<file path="src/rtl/tachyon_fetch_arbiter.sv">
// tachyon_fetch_arbiter
// Shares one single-port word RAM between NR_CORES instruction-fetch ports
// and a debug memory channel. Debug has absolute priority; cores are served
// round-robin and can be blocked with i_dbg_halt. Responses return exactly
// one cycle after the grant.
//
// Ports:
//   i_clk, i_rst            clock, synchronous active-high reset
//   i_core_req/i_core_addr  per-core fetch request and packed word address
//   o_core_gnt              one-hot core grant (combinational)
//   o_core_rsp_valid/_data  registered one-hot valid, shared fetch data
//   i_dbg_*                 debug request, write flag, address, data, halt
//   o_dbg_gnt               debug grant (combinational)
//   o_dbg_rsp_valid/_rdata  registered debug completion and read data
//   o_ram_*/i_ram_rd_data   RAM read/write ports (read data 1 cycle later)
module tachyon_fetch_arbiter #(
    parameter int unsigned NR_CORES   = 2,
    parameter int unsigned ADDR_WIDTH = 32,
    parameter int unsigned DATA_WIDTH = 32
) (
    input  logic                               i_clk,
    input  logic                               i_rst,
    input  logic [NR_CORES-1:0]                i_core_req,
    input  logic [NR_CORES*(ADDR_WIDTH-2)-1:0] i_core_addr,
    output logic [NR_CORES-1:0]                o_core_gnt,
    output logic [NR_CORES-1:0]                o_core_rsp_valid,
    output logic [DATA_WIDTH-1:0]              o_core_rsp_data,
    input  logic                               i_dbg_req,
    input  logic                               i_dbg_wr,
    input  logic [ADDR_WIDTH-3:0]              i_dbg_addr,
    input  logic [DATA_WIDTH-1:0]              i_dbg_wdata,
    input  logic                               i_dbg_halt,
    output logic                               o_dbg_gnt,
    output logic                               o_dbg_rsp_valid,
    output logic [DATA_WIDTH-1:0]              o_dbg_rdata,
    output logic                               o_ram_rd_en,
    output logic [ADDR_WIDTH-3:0]              o_ram_rd_addr,
    input  logic [DATA_WIDTH-1:0]              i_ram_rd_data,
    output logic                               o_ram_wr_en,
    output logic [ADDR_WIDTH-3:0]              o_ram_wr_addr,
    output logic [DATA_WIDTH-1:0]              o_ram_wr_data
);

    localparam int unsigned AW    = ADDR_WIDTH - 2;
    localparam int unsigned PTR_W = (NR_CORES > 1) ? $clog2(NR_CORES) : 1;

    logic [PTR_W-1:0]      r_rr_ptr;
    logic [NR_CORES-1:0]   r_core_rsp_valid;
    logic                  r_dbg_rsp_valid;
    logic                  r_dbg_rd;
    logic [DATA_WIDTH-1:0] r_core_data;
    logic [DATA_WIDTH-1:0] r_dbg_data;

    logic                  w_core_hit;
    logic [PTR_W-1:0]      w_core_idx;
    logic [PTR_W-1:0]      w_scan_idx;
    logic                  w_core_sel;
    logic                  w_dbg_sel;
    logic [AW-1:0]         w_core_addr;
    logic [PTR_W-1:0]      w_rr_next;

    // Wrap a core index modulo NR_CORES.
    function automatic logic [PTR_W-1:0] f_wrap(input int unsigned v);
        return PTR_W'(v % NR_CORES);
    endfunction

    // Round-robin search: first requester at or after r_rr_ptr.
    always_comb begin
        w_core_hit = 1'b0;
        w_core_idx = '0;
        w_scan_idx = '0;
        for (int unsigned off = 0; off < NR_CORES; off++) begin
            w_scan_idx = f_wrap(32'(r_rr_ptr) + off);
            if (!w_core_hit && i_core_req[w_scan_idx]) begin
                w_core_hit = 1'b1;
                w_core_idx = w_scan_idx;
            end
        end
    end

    // Debug wins outright; cores only when debug idle and not halted.
    assign w_dbg_sel  = ~i_rst & i_dbg_req;
    assign w_core_sel = ~i_rst & ~i_dbg_req & ~i_dbg_halt & w_core_hit;
    assign w_rr_next  = f_wrap(32'(w_core_idx) + 32'd1);

    // One-hot grant decode and granted address mux.
    always_comb begin
        o_core_gnt  = '0;
        w_core_addr = '0;
        for (int unsigned i = 0; i < NR_CORES; i++) begin
            if (w_core_sel && (w_core_idx == PTR_W'(i))) begin
                o_core_gnt[i] = 1'b1;
                w_core_addr   = i_core_addr[i*AW +: AW];
            end
        end
    end

    assign o_dbg_gnt = w_dbg_sel;

    // RAM port drive; everything is zero when nothing is granted.
    always_comb begin
        o_ram_rd_en   = 1'b0;
        o_ram_rd_addr = '0;
        o_ram_wr_en   = 1'b0;
        o_ram_wr_addr = '0;
        o_ram_wr_data = '0;
        if (w_dbg_sel) begin
            if (i_dbg_wr) begin
                o_ram_wr_en   = 1'b1;
                o_ram_wr_addr = i_dbg_addr;
                o_ram_wr_data = i_dbg_wdata;
            end else begin
                o_ram_rd_en   = 1'b1;
                o_ram_rd_addr = i_dbg_addr;
            end
        end else if (w_core_sel) begin
            o_ram_rd_en   = 1'b1;
            o_ram_rd_addr = w_core_addr;
        end
    end

    // Response owner, round-robin pointer and held read data.
    always_ff @(posedge i_clk) begin
        if (i_rst) begin
            r_rr_ptr         <= '0;
            r_core_rsp_valid <= '0;
            r_dbg_rsp_valid  <= 1'b0;
            r_dbg_rd         <= 1'b0;
            r_core_data      <= '0;
            r_dbg_data       <= '0;
        end else begin
            r_core_rsp_valid <= o_core_gnt;
            r_dbg_rsp_valid  <= w_dbg_sel;
            r_dbg_rd         <= w_dbg_sel & ~i_dbg_wr;
            if (w_core_sel) begin
                r_rr_ptr <= w_rr_next;
            end
            if (|r_core_rsp_valid) begin
                r_core_data <= i_ram_rd_data;
            end
            if (r_dbg_rd) begin
                r_dbg_data <= i_ram_rd_data;
            end
        end
    end

    // RAM data arrives in the response cycle; the registers hold it afterwards.
    assign o_core_rsp_valid = r_core_rsp_valid;
    assign o_dbg_rsp_valid  = r_dbg_rsp_valid;
    assign o_core_rsp_data  = (|r_core_rsp_valid) ? i_ram_rd_data : r_core_data;
    assign o_dbg_rdata      = r_dbg_rd ? i_ram_rd_data : r_dbg_data;

endmodule
</file>
<file path="config.mk">
export PLATFORM = sky130hd
export DESIGN_NAME = tachyon_fetch_arbiter
export DESIGN_NICKNAME = d
export VERILOG_FILES = /design/src/rtl/tachyon_fetch_arbiter.sv
export SDC_FILE = /design/constraint.sdc
export NUM_CORES = 1
export LEC_CHECK = 0
export CORE_AREA = 3 3 124 126
export CTS_CLUSTER_DIAMETER = 30
export DETAILED_ROUTE_END_ITERATION = 16
export DIE_AREA = 0 0 127 129
export DONT_BUFFER_PORTS = 1
export PLACE_DENSITY = 0.4
export RECOVER_POWER = 25
export SLEW_MARGIN = 20
export SYNTH_ARGS = -nofsm -noshare
export SYNTH_HDL_FRONTEND = slang
export SYNTH_SLANG_ARGS = --single-unit
</file>
<file path="constraint.sdc">
create_clock -name i_clk -period 4.9 [get_ports i_clk]
set_input_delay 0.98 -clock i_clk [delete_from_list [all_inputs] [get_ports i_clk]]
set_output_delay 0.98 -clock i_clk [all_outputs]
set_load 0.02 [all_outputs]
</file>
==> reports/results.ini, run 1 <==
[run_status]
status = finished with violations
violations = capacitance limit, slew limit

[sta]
clock.fmax_mhz = 290
hold_violations = 0
fin_skew_ns = 0.00488
period_needed_ns = 3.44
report.final.slew_viol_count = 33
period_share_pct = 70.3
setup_viol_count_final = 0
hold_slack_ns = 0.594
fin_ws_ns = 1.46
setup_tns_ns = 0
rsz0062_at_grt = false
relSlewSlack_pct = -9.08
worst_slew_pin_slew_ns = 1.63

[worst_setup_path]
critPathLaunchType = primary input
cp_slowest_stage_delay_ns = 0.48
path_max_fanout = 31
cp-end-kind = output port
critPathRequiredTime_ns = 3.92
critPathSlowestCell = or3_1
crit_chain = or3_1, a211oi_4, buf_4, a221o_1
crit_arrival_ns = 2.46
path_class = primary input to output port

[floorplanning]
die_w_um = 127
placementRows = 44
die-area_mm2 = 0.0164
ioPinCount = 325
initial_core_util_pct = 25.6
chipHeight_um = 129
core_mm2 = 0.0144

[power_and_ir_drop]
irDropWorstVdd_uv = 153
p_leak_nw = 1.88
power_density_mw_per_mm2 = 351

[layout]
multiInputGateArea_mm2 = 0.00215
final_common_cell = dfxtp_1
nNetsFinal = 516
fillers = 1517
drive_gt1_share_pct = 11.9
syn2layout_area_growth_pct = 12.2
final_cell_mix = dfxtp_1, nor2b_1, and3_1
regArea_mm2 = 0.00138
fin_cells = 545

[synth]
synthCells = 375
syn_nets = 536
syn_area_per_cell_um2 = 9.84
syn-cell-area_mm2 = 0.00369
synth-seq-cells = 69
yosysUniqueCellTypes = 22
yosysSeqAreaShare_pct = 37.4
yosys_warnings = 0

[placed_design]
gp_congestion = 0.905
dp_cells = 527
place_ws_ns = 1.55
port_buffers = 0
dp_hpwl_mm = 11.5

[cts]
clock_path_buffers = 2
cts_sinks = 69
clkTransAtPathRegs_ns = 0.06
cts_tree = built
cts_setup_buffers = 0
cts_htree_levels = 3
clock_latency_ns = 0.33
postCtsHoldBufs = 0
cts_resized = 0
cts-root-buf = clkbuf_16
cts_made_buffers = 9

[detailed_routing]
viasPerCell = 5.37
dr.first_iter.drc_count = 169
drtPass1Iterations = 4
wire_per_inst_um = 26.4
wl_mm = 14.4
vias = 2926
drcViolationCount = 0
final_antenna_net_count = 0

[global_route]
use_met3_pct = 8.72
grt_pass1_wl_mm = 19.2
top_usage_layer = met2
use_met1_pct = 19.2
grt_usage_pct = 16.1
grt_pass1_vias = 2747
globalRouteMet2Util_pct = 25.4
gr-total-overflow = 0
antenna_found_initial = 1
grt_max_degree = 71

[worst_hold_path]
hold_class = flop to flop

[flow_run]
cap_violations = 1

-- worst paths after layout --
check | start | to | slack [ns] | cells past startpoint
max | i_dbg_req | o_ram_rd_addr[8] | 1.46 | 4
min reg2reg | r_rr_ptr | r_rr_ptr | 0.59 | 1
min | r_rr_ptr | r_rr_ptr | 0.59 | 1
max reg2reg | r_dbg_rd | r_dbg_data[29] | 2.64 | 2
-- registers in the layout, indices dropped and copies added, names as in the netlist --
signal            count
o_core_rsp_valid      2
o_dbg_rsp_valid       1
r_core_data          32
r_dbg_data           32
r_dbg_rd              1
r_rr_ptr              1
-- power by group --
part / total, W / internal [W] / leakage, nW / switching (W)
clock network: 0.000667 / 0.000411 / 0.142 / 0.000256
logic: 0.000195 / 0.0000628 / 1.18 / 0.000132
registers: 0.000591 / 0.000580 / 0.561 / 0.0000106
total: 0.00145 / 0.00105 / 1.88 / 0.000399
-- stage by stage --
step / utilization (%) / area (µm²) / total power [W]
4_1_cts: 28.6 / 4120 / 0.00149
3_3_place_gp: 26.4 / 3810 / 0.000802
2_1_floorplan: - / 3690 / 0.000786
6_report: 28.7 / 4140 / 0.00145
5_1_grt: 28.7 / 4140 / 0.00152
3_5_place_dp: 26.4 / 3810 / 0.000803
-- synth_stat cells (all sizes together) --
cell    count  area, µm²
inv         1       3.75
or3         2       17.5
nor2b      67        419
a211oi      2       27.5
nor2        3       11.3
a221o      30        302
mux2       64        721
and3       62        388
a21oi       2       10.0
a311oi      1       8.76
clkbuf     25       93.8
buf        12       78.8
and2       31        194
or2b        1       7.51
nor3b       3       27.5
dfxtp      69       1380
-- critical path, delay by kind of cell --
kind	cells	cell delay, ns
compound gates	2	0.62
simple gates	1	0.48
buf+inv	1	0.38
-- cells by family (layout without fill, tap and decap cells) --
| family | Yosys count | after routing | share of synthesized area [%] |
|---|---|---|---|
| DFF | 69 | 69 | 37.4 |
| buffers and inverters | 38 | 23 | 4.78 |
| AOI/OAI and AO/OA | 35 | 35 | 9.42 |
| and+or+nand+nor | 169 | 169 | 28.8 |
| muxes | 64 | 64 | 19.5 |
| other | 0 | 1 | 0 |
-- per-layer routing --
| layer | share of wire [%] | wire [µm] |
|---|---|---|
| met5 | 0 | 0 |
| met4 | 1.4 | 202 |
| met3 | 13 | 1860 |
| met2 | 48 | 6990 |
| met1 | 37 | 5360 |
-- area by class of cell --
cell class                      count  share of cell area [%]
Multi-Input combinational cell    268                    51.9
Sequential cell                    69                    33.4
Clock buffer                       10                    5.77
Tap cell                          184                    5.56
Clock inverter                      6                    1.69
Timing Repair Buffer                6                    1.57
Inverter                            1                  0.0906
Antenna cell                        1                  0.0604
Power figures use the tool's default switching activity.
==> run 2, diff against run 1 <==
--- a/config.mk
+++ b/config.mk
@@ -10,7 +10,7 @@
 export DETAILED_ROUTE_END_ITERATION = 16
 export DIE_AREA = 0 0 127 129
 export DONT_BUFFER_PORTS = 1
-export PLACE_DENSITY = 0.4
+export PLACE_DENSITY = 0.41
 export RECOVER_POWER = 25
 export SLEW_MARGIN = 20
 export SYNTH_ARGS = -nofsm -noshare
==> constraint.sdc (replaced) <==
create_clock -name i_clk -period 2.95 [get_ports i_clk]
set_input_delay 0.59 -clock i_clk [delete_from_list [all_inputs] [get_ports i_clk]]
set_output_delay 0.59 -clock i_clk [all_outputs]
set_load 0.02 [all_outputs]
==> run 2 against run 1 <==
  * The run now ends clean
  * Hold slack got worse by 0.27 ns
  * Setup slack lost 1.2 ns
  * Sequential share of layout area shrank 0.74 points
  * Sequential cell count is the same
  * Core utilization increased by 0.65 points
  * Combinational power grew 77%
  * Clock-buffer cell count increased by 2
  * Largest power group unchanged
  * Highest routed layer unchanged
==> reports/results.ini, run 2 (synthesis results as in run 1) <==
[global_route]
grt_pass1_vias = 2818  ; +2.6%
antenna_found_initial = 0  ; -1
gr-total-overflow = 0  ; unchanged
grt_max_degree = 71  ; unchanged
grt_usage_pct = 16.0  ; -0.10 points
grt_pass1_wl_mm = 19.4  ; +1.2%

[sta]
fin_skew_ns = 0.00488  ; +0.000000970 ns
rsz0062_at_grt = false
period_share_pct = 92.3
worst_slew_pin_slew_ns = 1.27  ; -0.368 ns
hold_violations = 0  ; unchanged
setup_viol_count_final = 0  ; unchanged
hold_slack_ns = 0.327  ; -0.267 ns
clock.fmax_mhz = 367
setup_tns_ns = 0  ; unchanged
report.final.slew_viol_count = 0  ; -100%
relSlewSlack_pct = 15.6  ; +25 points
period_needed_ns = 2.72
fin_ws_ns = 0.226  ; -1.23 ns

[cts]
cts_tree = built
clock_path_buffers = 2  ; unchanged
cts-root-buf = clkbuf_16
cts_htree_levels = 3  ; unchanged
cts_sinks = 69  ; unchanged
postCtsHoldBufs = 0  ; unchanged
clkTransAtPathRegs_ns = 0.06  ; about the same
cts_setup_buffers = 0  ; unchanged
clock_latency_ns = 0.33  ; about the same
cts_resized = 0  ; unchanged
cts_made_buffers = 9  ; unchanged

[worst_setup_path]
path_class = primary input to output port
crit_buf_inv = 1  ; unchanged
path_max_fanout = 70  ; +130%
crit_arrival_ns = 2.13  ; -0.33 ns
crit_chain = nor2b_4, clkbuf_1, and3_1
cp_slowest_stage_delay_ns = 0.93  ; +0.45 ns
critPathLaunchType = primary input
path_delay_family = buffers and inverters
critPathRequiredTime_ns = 2.36  ; -1.56 ns
cp-end-kind = output port
critPathSlowestCell = clkbuf_1

[detailed_routing]
vias = 2925  ; -0.034%
drcViolationCount = 0  ; unchanged
wl_mm = 14.4  ; -0.18%
dr.first_iter.drc_count = 176  ; +4.1%
viasPerCell = 5.30  ; -1.3%
wire_per_inst_um = 26.0  ; -1.4%
drtPass1Iterations = 5  ; +1
final_antenna_net_count = 0  ; unchanged

[floorplanning]
core_mm2 = 0.0144  ; unchanged
die-area_mm2 = 0.0164  ; unchanged
initial_core_util_pct = 25.6  ; unchanged
placementRows = 44  ; unchanged
die_w_um = 127  ; unchanged
chipHeight_um = 129  ; unchanged
ioPinCount = 325  ; unchanged

[layout]
drive_gt1_share_pct = 13.6  ; +1.6 points
stdcell_area_mm2 = 0.00424  ; +2.3%
final_cell_mix = dfxtp_1, nor2b_1, and3_1
fillers = 1521  ; +0.26%
syn2layout_area_growth_pct = 14.7
final_common_cell = dfxtp_1
antennaDiodeCount = 0  ; -1
nNetsFinal = 525  ; +1.7%

[power_and_ir_drop]
irDropWorstVdd_uv = 234  ; +53%
p_leak_nw = 1.93  ; +2.6%
power_density_mw_per_mm2 = 567  ; +62%

[run_status]
status = complete, no violations

[placed_design]
gp_congestion = 0.955  ; +5.6%
dpl_cell_area_mm2 = 0.00395  ; +3.6%
dp_hpwl_mm = 11.4  ; -0.50%
port_buffers = 0  ; unchanged
place_ws_ns = 0.395  ; -1.16 ns

[worst_hold_path]
hold_class = primary input to flop

[flow_run]
cap_violations = 0  ; -1

-- run 2: cell types whose count changed in the layout (fill, tap and decap cells not counted), sizes merged --
cell      change
clkinvlp      -1
diode         -1
clkbuf        +4
inv           -2
buf           +7
-- run 2: worst paths after layout --
path / startpoint / end / slack [ns] / cells past startpoint
worst max-delay path: i_rst / o_ram_wr_addr[5] / 0.23 / 3
worst min register to register: r_rr_ptr / r_rr_ptr / 0.62 / 2
worst min-delay path: i_rst / r_core_data[9] / 0.33 / 1
worst max register to register: r_dbg_rd / r_dbg_data[25] / 1.13 / 3
-- run 2: where the power goes --
| part | total, W | internal [W] | switching, W |
|---|---|---|---|
| sequential | 0.000975 | 0.000964 | 0.0000107 |
| clock | 0.00108 | 0.000695 | 0.000385 |
| combinational | 0.000345 | 0.000114 | 0.000231 |
-- run 2: layout make-up --
cell class                      count  area (µm²)  share of cell area [%]
Timing Repair Buffer               15         169                    3.99
Clock buffer                       12         256                    6.06
Tap cell                          184         230                    5.44
Clock inverter                      3        45.0                    1.06
Sequential cell                    69        1380                    32.6
Multi-Input combinational cell    268        2150                    50.8
Inverter                            1        3.75                  0.0886
-- run 2: metal layers --
metal	part of all wire [%]	track usage, %
met5	0	0
met4	3.6	8.33
met3	12	6.48
met2	47	25.1
met1	37	18.9
-- run 2: through the flow --
| stage | util, % | instances | power (W) |
|---|---|---|---|
| 2_1_floorplan | - | 375 | 0.00130 |
| 3_5_place_dp | 27.4 | 537 | 0.00135 |
| 3_3_place_gp | 27.4 | 537 | 0.00135 |
| 6_report | 29.4 | 552 | 0.00240 |
| 5_1_grt | 29.4 | 552 | 0.00250 |
| 4_1_cts | 29.5 | 552 | 0.00246 |
==> run 3, diff against run 2 <==
--- a/config.mk
+++ b/config.mk
@@ -10,6 +10,7 @@
 export DETAILED_ROUTE_END_ITERATION = 16
 export DIE_AREA = 0 0 127 129
 export DONT_BUFFER_PORTS = 1
+export GPL_TIMING_DRIVEN = 0
 export PLACE_DENSITY = 0.41
 export RECOVER_POWER = 25
 export SLEW_MARGIN = 20
==> run 3 against run 2 <==
  * Die area is the same
  * Non-clock buffer count grew 22
  * Critical path depth grew 1
  * Sequential cell count is the same
  * Cell count grew 4.7%
  * Sequential power is essentially flat
  * Register-to-register slack lost 0.18 ns
  * Routed wire length grew 1.1%
  * Total power shrank 3.4%
  * Clock power shrank 9%
  * Critical endpoint is now o_ram_rd_addr[1]
  * Largest cell class unchanged
==> reports/results.ini, run 3 (synthesis results as in run 1) <==
[floorplanning]
placementRows = 44  ; unchanged
core_mm2 = 0.0144  ; unchanged
initial_core_util_pct = 25.6  ; unchanged
die-area_mm2 = 0.0164  ; unchanged
die_w_um = 127  ; unchanged
ioPinCount = 325  ; unchanged
chipHeight_um = 129  ; unchanged

[sta]
rsz0062_at_grt = false
hold_slack_ns = 0.370  ; +0.0422 ns
fin_ws_ns = 0.237  ; +0.0110 ns
fin_skew_ns = 0.00372  ; -0.00116 ns
clock.fmax_mhz = 369  ; +0.40%
setup_tns_ns = 0  ; unchanged
worst_slew_pin_slew_ns = 0.651  ; -0.616 ns
period_needed_ns = 2.71  ; -0.0110 ns
setup_viol_count_final = 0  ; unchanged
period_share_pct = 92.0  ; -0.37 points
hold_violations = 0  ; unchanged
relSlewSlack_pct = 56.6  ; +41 points
report.final.slew_viol_count = 0  ; unchanged

[cts]
postCtsHoldBufs = 0  ; unchanged
clock_latency_ns = 0.33  ; about the same
cts_made_buffers = 9  ; unchanged
cts-root-buf = clkbuf_16
cts_sinks = 69  ; unchanged
clkTransAtPathRegs_ns = 0.05  ; about the same
clock_path_buffers = 2  ; unchanged
cts_setup_buffers = 0  ; unchanged
cts_htree_levels = 3  ; unchanged
cts_resized = 0  ; unchanged
cts_tree = built

[worst_setup_path]
cp-end-kind = output port
path_max_fanout = 10  ; -86%
path_class = primary input to output port
path_delay_family = simple AND/OR/NAND/NOR gates
critPathSlowestCell = or3_1
crit_buf_inv = 1  ; unchanged
cp_slowest_stage_delay_ns = 0.47  ; -0.46 ns
critPathLaunchType = primary input
crit_chain = or3_1, nor3b_2, buf_2, a221o_1
rr_startpoint = o_core_rsp_valid[1]
cp-startpoint = i_dbg_req
crit_arrival_ns = 2.12  ; about the same
critPathRequiredTime_ns = 2.36  ; about the same

[layout]
nNetsFinal = 547  ; +4.2%
drive_gt1_share_pct = 12.5  ; -1.1 points
fin_cells = 578  ; +4.7%
post-route-util_pct = 29.1  ; -0.26 points
final_cell_mix = dfxtp_1, nor2b_1, and3_1
final_common_cell = dfxtp_1
syn2layout_area_growth_pct = 13.7

[worst_hold_path]
hold_class = primary input to flop
hp-start = i_core_req[1]

[power_and_ir_drop]
p_leak_nw = 1.89  ; -1.8%
netSwitchingFraction_pct = 28.5  ; +2.4 points
clock_power_share_pct = 42.2  ; -2.8 points
power_density_mw_per_mm2 = 552  ; -2.5%
intPower_w = 0.00166  ; -6.5%
p_switching_w = 0.000660  ; +5.4%
combPwrFrac_pct = 15.8  ; +1.4 points
irDropWorstVdd_uv = 185  ; -21%
power_frac_seq_pct = 42.0  ; +1.4 points

[placed_design]
dp_cells = 559  ; +4.1%
dp_hpwl_mm = 12.2  ; +7.1%
place_ws_ns = 0.285  ; -0.110 ns
port_buffers = 0  ; unchanged
gp_congestion = 0.859  ; -10%

[global_route]
antenna_found_initial = 3  ; +3
gr-total-overflow = 0  ; unchanged
grt_pass1_wl_mm = 19.9  ; +2.4%
grt_pass1_vias = 2881  ; +2.2%
grt_max_degree = 13  ; -82%
grt_usage_pct = 16.4  ; +0.43 points

[detailed_routing]
dr.first_iter.drc_count = 86  ; -51%
final_antenna_net_count = 0  ; unchanged
wl_mm = 14.5  ; +1.1%
viasPerCell = 5.07  ; -4.4%
wire_per_inst_um = 25.1  ; -3.5%
drcViolationCount = 0  ; unchanged
vias = 2929  ; +0.14%
drtPass1Iterations = 4  ; -1

[flow_run]
cap_violations = 0  ; unchanged

[run_status]
status = complete, no violations

## run 3: power by group through the flow
stage	clock (W)	combinational [W]	sequential, W
6_report	0.000979	0.000366	0.000974
3_5_place_dp	0	0.000382	0.000995
5_1_grt	0.00106	0.000393	0.000976
4_1_cts	0.00102	0.000383	0.000974
2_1_floorplan	0	0.000313	0.000991
3_3_place_gp	0	0.000380	0.000994
## run 3: worst paths after layout
kind / endpoint / slack [ns] / cells after the start
hold reg to reg: o_core_rsp_valid[0] / 0.60 / 1
setup reg to reg: r_core_data[25] / 0.95 / 4
hold / removal: o_core_rsp_valid[0] / 0.37 / 1
setup / recovery: o_ram_rd_addr[1] / 0.24 / 4
## run 3: cell type report
type,count,area [µm²]
diodes,3,7.51
plain buffers,37,169
clock buffers,10,239
clock inverters,6,38.8
fillers,1544,10200
inverters,1,3.75
multi-input cells,268,2130
flip-flops and latches,69,1380
well taps,184,230
## run 3: metrics by stage
step           area [µm²]  total power [W]
3_3_place_gp         3920          0.00137
2_1_floorplan        3690          0.00130
6_report             4200          0.00232
5_1_grt              4200          0.00243
3_5_place_dp         3920          0.00138
4_1_cts              4200          0.00238
## run 3: layer usage
metal / up-vias / wire length, µm / GRT usage (%)
met5: - / 0 / 0
met4: 0 / 230 / 4.92
met3: 14 / 1590 / 7.35
met2: 174 / 7300 / 27.6
met1: 1374 / 5410 / 18.9
li1: 1367 / - / -
